[src/rtl/program_memory_if.sv]
// CPU memory port, program loader handshake and run sequencing for program_memory.
// With PROGRAM_MEMORY_CHECKSUM_EN defined, the interface also carries load_checksum.
interface program_memory_if #(
    parameter int WORD_SIZE     = 16,
    parameter int MEM_ADDR_SIZE = 8
);
    logic                     load_start;
    logic                     load_valid;
    logic [7:0]               load_data;
    logic                     load_last;
    logic                     load_ready;
    logic                     load_error;
    logic [MEM_ADDR_SIZE-1:0] mem_address;
    logic                     mem_read;
    logic                     mem_write;
    logic [WORD_SIZE-1:0]     mem_write_data;
    logic [WORD_SIZE-1:0]     mem_read_data;
    logic                     execute;
    logic                     halted;
    logic                     busy;
`ifdef PROGRAM_MEMORY_CHECKSUM_EN
    logic [7:0]               load_checksum;

    modport master (
        output load_start, load_valid, load_data, load_last,
        output mem_address, mem_read, mem_write, mem_write_data, halted,
        input  load_ready, load_error, mem_read_data, execute, busy, load_checksum
    );
    modport slave (
        input  load_start, load_valid, load_data, load_last,
        input  mem_address, mem_read, mem_write, mem_write_data, halted,
        output load_ready, load_error, mem_read_data, execute, busy, load_checksum
    );
`else
    modport master (
        output load_start, load_valid, load_data, load_last,
        output mem_address, mem_read, mem_write, mem_write_data, halted,
        input  load_ready, load_error, mem_read_data, execute, busy
    );
    modport slave (
        input  load_start, load_valid, load_data, load_last,
        input  mem_address, mem_read, mem_write, mem_write_data, halted,
        output load_ready, load_error, mem_read_data, execute, busy
    );
`endif
endinterface

[src/rtl/program_memory.sv]
// Unified instruction/data memory with a byte-serial program loader and run sequencer.
// Optional load checksum output enabled by defining PROGRAM_MEMORY_CHECKSUM_EN.
module program_memory #(
    parameter int WORD_SIZE     = 16,
    parameter int MEM_ADDR_SIZE = 8,
    parameter int MEM_DEPTH     = 256
) (
    input  logic              clock,
    input  logic              reset,
    program_memory_if.slave   bus
);
    localparam int BYTES = WORD_SIZE / 8;
    localparam int CNT_W = (BYTES > 1) ? $clog2(BYTES) : 1;

    typedef enum logic [2:0] {IDLE, LOAD, START, RUN, DONE} state_e;

    state_e                   state_q, state_d;
    logic [CNT_W-1:0]         byte_cnt_q, byte_cnt_d;
    logic [MEM_ADDR_SIZE:0]   load_addr_q, load_addr_d;
    logic [WORD_SIZE-1:0]     word_q, word_d;
    logic                     load_error_q, load_error_d;
    logic [7:0]               checksum_q, checksum_d;

    logic [WORD_SIZE-1:0]     mem [MEM_DEPTH];
    logic                     mem_we;
    logic [MEM_ADDR_SIZE-1:0] mem_waddr;
    logic [WORD_SIZE-1:0]     mem_wdata;

    logic                     accept;
    logic                     word_done;
    logic                     overflow;
    logic [WORD_SIZE-1:0]     assembled;

    // Each byte is ORed into its slot of a zeroed word, so a short final word is zero-padded for free.
    always_comb begin
        accept    = (state_q == LOAD) && bus.load_valid;
        word_done = bus.load_last || (byte_cnt_q == CNT_W'(BYTES - 1));
        overflow  = (load_addr_q >= (MEM_ADDR_SIZE + 1)'(MEM_DEPTH));
        assembled = word_q | (WORD_SIZE'(bus.load_data) << (8 * (BYTES - 1 - int'(byte_cnt_q))));
    end

    always_comb begin
        state_d      = state_q;
        byte_cnt_d   = byte_cnt_q;
        load_addr_d  = load_addr_q;
        word_d       = word_q;
        load_error_d = load_error_q;
        checksum_d   = checksum_q;
        mem_we       = 1'b0;
        mem_waddr    = bus.mem_address;
        mem_wdata    = bus.mem_write_data;

        case (state_q)
            IDLE, DONE: begin
                if (bus.load_start) begin
                    state_d      = LOAD;
                    byte_cnt_d   = '0;
                    load_addr_d  = '0;
                    word_d       = '0;
                    load_error_d = 1'b0;
                    checksum_d   = '0;
                end
            end
            LOAD: begin
                if (accept) begin
                    checksum_d = checksum_q + bus.load_data;
                    if (word_done) begin
                        byte_cnt_d = '0;
                        word_d     = '0;
                        if (overflow) begin
                            load_error_d = 1'b1;
                        end else begin
                            mem_we      = 1'b1;
                            mem_waddr   = load_addr_q[MEM_ADDR_SIZE-1:0];
                            mem_wdata   = assembled;
                            load_addr_d = load_addr_q + (MEM_ADDR_SIZE + 1)'(1);
                        end
                    end else begin
                        byte_cnt_d = byte_cnt_q + CNT_W'(1);
                        word_d     = assembled;
                    end
                    if (bus.load_last) begin
                        state_d = load_error_d ? IDLE : START;
                    end
                end
            end
            START: state_d = RUN;
            RUN: begin
                mem_we = bus.mem_write;
                if (bus.halted) begin
                    state_d = DONE;
                end
            end
            default: state_d = IDLE;
        endcase
    end

    always_ff @(posedge clock) begin
        if (!reset) begin
            state_q      <= IDLE;
            byte_cnt_q   <= '0;
            load_addr_q  <= '0;
            word_q       <= '0;
            load_error_q <= 1'b0;
            checksum_q   <= '0;
        end else begin
            state_q      <= state_d;
            byte_cnt_q   <= byte_cnt_d;
            load_addr_q  <= load_addr_d;
            word_q       <= word_d;
            load_error_q <= load_error_d;
            checksum_q   <= checksum_d;
        end
    end

    // NOTE: the array has no reset so it maps onto plain RAM; only the write enable is gated by reset.
    always_ff @(posedge clock) begin
        if (reset && mem_we) begin
            mem[mem_waddr] <= mem_wdata;
        end
    end

    assign bus.load_ready    = (state_q == LOAD);
    assign bus.load_error    = load_error_q;
    assign bus.execute       = (state_q == START);
    assign bus.busy          = (state_q != IDLE) && (state_q != DONE);
    assign bus.mem_read_data = (((state_q == RUN) || (state_q == DONE)) && bus.mem_read)
                               ? mem[bus.mem_address] : '0;

`ifdef PROGRAM_MEMORY_CHECKSUM_EN
    assign bus.load_checksum = checksum_q;
`endif
endmodule

[src/flat_wrapper.sv]
// flat-port wrapper written by rule: the top's interface ports become plain ports
module program_memory_flat 
#(
    parameter int WORD_SIZE     = 16,
    parameter int MEM_ADDR_SIZE = 8,
    parameter int MEM_DEPTH     = 256
)
  (clock, reset, bus_load_start, bus_load_valid, bus_load_data, bus_load_last, bus_mem_address, bus_mem_read, bus_mem_write, bus_mem_write_data, bus_halted, bus_load_ready, bus_load_error, bus_mem_read_data, bus_execute, bus_busy);
  program_memory_if #(.WORD_SIZE(WORD_SIZE), .MEM_ADDR_SIZE(MEM_ADDR_SIZE)) bus_i ();
  input  logic clock;
  input  logic reset;
  input wire logic [$bits(bus_i.load_start)-1:0] bus_load_start;
  input wire logic [$bits(bus_i.load_valid)-1:0] bus_load_valid;
  input wire logic [$bits(bus_i.load_data)-1:0] bus_load_data;
  input wire logic [$bits(bus_i.load_last)-1:0] bus_load_last;
  input wire logic [$bits(bus_i.mem_address)-1:0] bus_mem_address;
  input wire logic [$bits(bus_i.mem_read)-1:0] bus_mem_read;
  input wire logic [$bits(bus_i.mem_write)-1:0] bus_mem_write;
  input wire logic [$bits(bus_i.mem_write_data)-1:0] bus_mem_write_data;
  input wire logic [$bits(bus_i.halted)-1:0] bus_halted;
  output wire logic [$bits(bus_i.load_ready)-1:0] bus_load_ready;
  output wire logic [$bits(bus_i.load_error)-1:0] bus_load_error;
  output wire logic [$bits(bus_i.mem_read_data)-1:0] bus_mem_read_data;
  output wire logic [$bits(bus_i.execute)-1:0] bus_execute;
  output wire logic [$bits(bus_i.busy)-1:0] bus_busy;
  assign bus_i.load_start = bus_load_start;
  assign bus_i.load_valid = bus_load_valid;
  assign bus_i.load_data = bus_load_data;
  assign bus_i.load_last = bus_load_last;
  assign bus_i.mem_address = bus_mem_address;
  assign bus_i.mem_read = bus_mem_read;
  assign bus_i.mem_write = bus_mem_write;
  assign bus_i.mem_write_data = bus_mem_write_data;
  assign bus_i.halted = bus_halted;
  assign bus_load_ready = bus_i.load_ready;
  assign bus_load_error = bus_i.load_error;
  assign bus_mem_read_data = bus_i.mem_read_data;
  assign bus_execute = bus_i.execute;
  assign bus_busy = bus_i.busy;
  program_memory #(.WORD_SIZE(WORD_SIZE), .MEM_ADDR_SIZE(MEM_ADDR_SIZE), .MEM_DEPTH(MEM_DEPTH)) u_core (.clock(clock), .reset(reset), .bus(bus_i));
endmodule
[config.mk]
export PLATFORM = sky130hd
export DESIGN_NAME = program_memory_flat
export DESIGN_NICKNAME = d
export VERILOG_FILES = /design/src/rtl/program_memory_if.sv /design/src/rtl/program_memory.sv /design/src/flat_wrapper.sv
export SDC_FILE = /design/constraint.sdc
export NUM_CORES = 2
export LEC_CHECK = 0
export BUFFER_PORTS_ARGS = -buffer_cell sky130_fd_sc_hd__buf_2
export CORE_UTILIZATION = 47
export CTS_BUF_LIST = sky130_fd_sc_hd__clkbuf_8
export DETAILED_ROUTE_END_ITERATION = 10
export HOLD_SLACK_MARGIN = 0.08
export PLACE_DENSITY_LB_ADDON = 0.15
export SKIP_CTS_REPAIR_TIMING = 1
export SLEW_MARGIN = 5
export SYNTH_ARGS = -nofsm -noshare
export SYNTH_HDL_FRONTEND = slang
export SYNTH_SLANG_ARGS = --single-unit
[constraint.sdc]
create_clock -name clock -period 21.5 [get_ports clock]
set_clock_uncertainty 0.2 [all_clocks]
set_input_delay 6.45 -clock clock [delete_from_list [all_inputs] [get_ports clock]]
set_output_delay 6.45 -clock clock [all_outputs]
set_load 0.01 [all_outputs]
==> results.md <==
- Status: finished, violations left
- Violated checks: max-capacitance violations, max-slew violations
- Num CTS Buffers: 661
- Worst slew margin: -0.153
- Origin of the critical flop-to-flop path: u_core.state_q[0]
- Largest net degree at the start of global routing: 196
- Clock sinks: 4126
- Reg-to-reg slack, setup: 16.32 ns
- CP Max Fanout: 56
- Die ar.: 342000 um2
- CP max stage delay: 0.85 ns
- Crit path max-delay family: compound AO/OA/AOI/OAI gates
- First-pass GRT wire length: 666000 um
- Worst Path Required: 14.85 ns
- Seq/Total Area, Yosys: 0.774
- Mux contribution to synthesized area: 0.144
- EDFF count, synth: 4096
- Worst Reg2Reg Path Length in Cells: 5
- Cell variety after synth: 82
- Xor-xnor portion of the synthesized cell area: 0.000329
- Met3 WL: 48700 um
- Yosys warnings: 0
- Hold Path Cell Cnt: 1
- Setup crit start kind: primary input
- # IOs: 60
- Static leakage: 57.7 nW
- DR WL/cell: 35.8 um
- Total power: 16.1 mW
- Fin crit share: 0.851
- Post-Syn Area: 160000 um2
- Commonest register cell after synthesis: edfxtp_1
- Bufs and invs on worst path: 6
- Fin Setup TNS: 0 ns
- Post-Route M1 WL: 198000 um
- Port Buffer Count: 59
- Final WS setup: 3.21 ns
- Worst hold start: u_core.word_q[6]
- Avg Synthesized Cell Area: 20.5 um2
- Pwr dens: 89.9 nW/um2
- Die width: 585 um
- Antenna-violating nets left: 0
- Number of synthesized register bits: 4126
- Root Driver: clkbuf_8
- Post-synth ARST share: 0
- Count leader, synth: edfxtp_1
- Total routed wirelength: 483000 um
- Top-area cell type share of the netlist area: 0.771
- CTS tree: done
- Slowest cell on crit path: o21ai_0
- Top cells by area, synth: edfxtp_1, mux4_2, mux2i_1
- Finish-stage setup viols: 0
- Routed vias/inst: 6.30
- Slew @ Worst Pin: 1.73 ns
- Dpl hpwl: 291000 um
- Crit path kind: in2out
- Fin util: 0.531
- Cell Chain, Critical Path: buf_8, buf_4, or2_4, buf_12, buf_4, o221ai_1, a21oi_1, o21ai_0, o31ai_1, a221o_1, o22ai_1, buf_4, buf_2
- VDD IR-drop max: 68.9 uV
- Area Growth Syn to Fin: 12.2%
- Routability cong.: 0.882
- Vias in the first global route: 83150
- Worst r2r dst: u_core.mem[41][9]
- Routed met2 length: 218000 um
- Antenna violations before repair: 33
- Fraction of the mapped netlist area in adder cells: 0.000157
- Vias after detailed routing: 85041
- Post-place setup slack: 3.19 ns
- Final Critical Period: 18.29 ns
- Num rows: 213
- Core Area: 337000 um2
- Worst skew pair latency: 1.26 ns
- RSZ-0062 raised after global routing: no
- Slew Limit Fails: 104
- Max-Cap Viols: 1
- Overflow after GRT: 0
- Share of cells above drive strength 1: 0.242
- Global Route Usage Sum: 0.280
- Clock buffer depth: 4
- Top sig layer: met5
- Worst-path clk slew: 0.06 ns
- Post-Synth Simple-Gate Area: 0.0293
- Mapped Nets: 7842
- Die Y: 585 um
- Worst hold path type: reg2reg
- Max Clock Freq: 54.7 MHz
- Final hold violations: 0
- Initial Utilization: 0.473
- Hold endpoint: u_core.word_q[6]
- Largest family of logic cells by synthesized area: multiplexers
- H-tree levels: 6
- Synth cell count leaders: edfxtp_1, mux4_2, mux2i_1
- # nets final: 8507
- Crit path capture type: primary output
- Mapped Cells: 7800
- Synth Area in Compound Gates: 0.0363
- Critical Path AT: 11.64 ns
- Post-route DRC: 0
- Yosys top cell by area: edfxtp_1
- 1st-pass router iterations: 6
- Initial DRC count: 11846
- Most used cell, CP: buf_4
routing by layer:
metal  track usage  up-vias
met5             0        -
met4         0.102       16
met3        0.0627      817
met2         0.418     4761
met1         0.407    45433
li1              -    34014
registers in the layout, indices dropped and copies added (netlist names):
name / flops
u_core.load_addr_q: 9
u_core.bus.load_error: 1
u_core.word_q: 16
u_core.state_q: 3
u_core.byte_cnt_q: 1
u_core.mem: 4096
report_power, final:
part           internal, mW  total (mW)  switching (mW)
combinational         0.248       0.936           0.688
clock                  3.06        6.21            3.15
sequential             8.95        8.96         0.00333
total                  12.3        16.1            3.84
worst max-delay path by stage:
| stage | start | end | slack (ns) | depth (start not counted) |
|---|---|---|---|---|
| floorplan | bus_load_last | u_core.mem[0][11] | 1.57 | 6 |
| detailed placement | bus_mem_address[0] | bus_mem_read_data[3] | 3.19 | 12 |
| global route | bus_mem_address[0] | bus_mem_read_data[3] | 3.04 | 12 |
| global placement | bus_mem_address[0] | bus_mem_read_data[13] | 3.13 | 10 |
| finish | bus_mem_address[1] | bus_mem_read_data[0] | 3.21 | 13 |
| CTS | bus_mem_address[0] | bus_mem_read_data[3] | 3.11 | 12 |
through the flow:
step           area, um2  std cells  hold slack [ns]
2_1_floorplan     160000       7800            0.253
3_3_place_gp      167000      12314            0.267
3_5_place_dp      167000      12317            0.270
4_1_cts           179000      13494            0.283
5_1_grt           179000      13498            0.290
6_report          179000      13507            0.280
layout make-up:
cell class / instances / area (um2)
fill: 26589 / 158000
sequential: 4126 / 124000
multi-input combinational: 3180 / 33900
clock buffer: 671 / 9240
tap: 4515 / 5650
timing repair buffer: 487 / 3920
clock inverter: 506 / 2660
inverter: 9 / 41.3
antenna: 13 / 32.5
worst reg2reg max path, stage by stage (launching register included):
cell and delay (ns):
dfxtp_1 0.46, or3b_4 0.46, or4b_4 0.88, o21ai_4 0.92, buf_4 0.86, buf_4 0.95
cell usage in the layout (no fill, tap or decap), drive strengths merged, types with 7 or more instances in the layout:
cell type	n
o221ai	145
edfxtp	4096
nor3	111
o21ai	168
nor2	372
or3	55
o31ai	13
nand3	80
buf	486
bufinv	11
inv	293
and3	19
a211oi	65
diode	13
a311oi	7
nor2b	32
mux2	33
mux2i	556
a31oi	21
and2	9
or4	9
o32ai	9
or2	14
mux4	755
a22oi	49
nand3b	11
clkbuf	672
a222oi	9
o22ai	185
nor4	29
a2111oi	12
clkinv	205
a21oi	115
nand2	171
nand4	29
a221oi	22
dfxtp	30
kinds of logic after synthesis:
group | after synthesis
muxes | 1344
xor gates and xnor gates | 6
and+or+nand+nor | 972
buffers and inverters | 494
AOI/OAI and AO/OA | 856
adders and majority gates | 2
DFF | 4126
No activity file was read; power rests on OpenSTA's default activity.
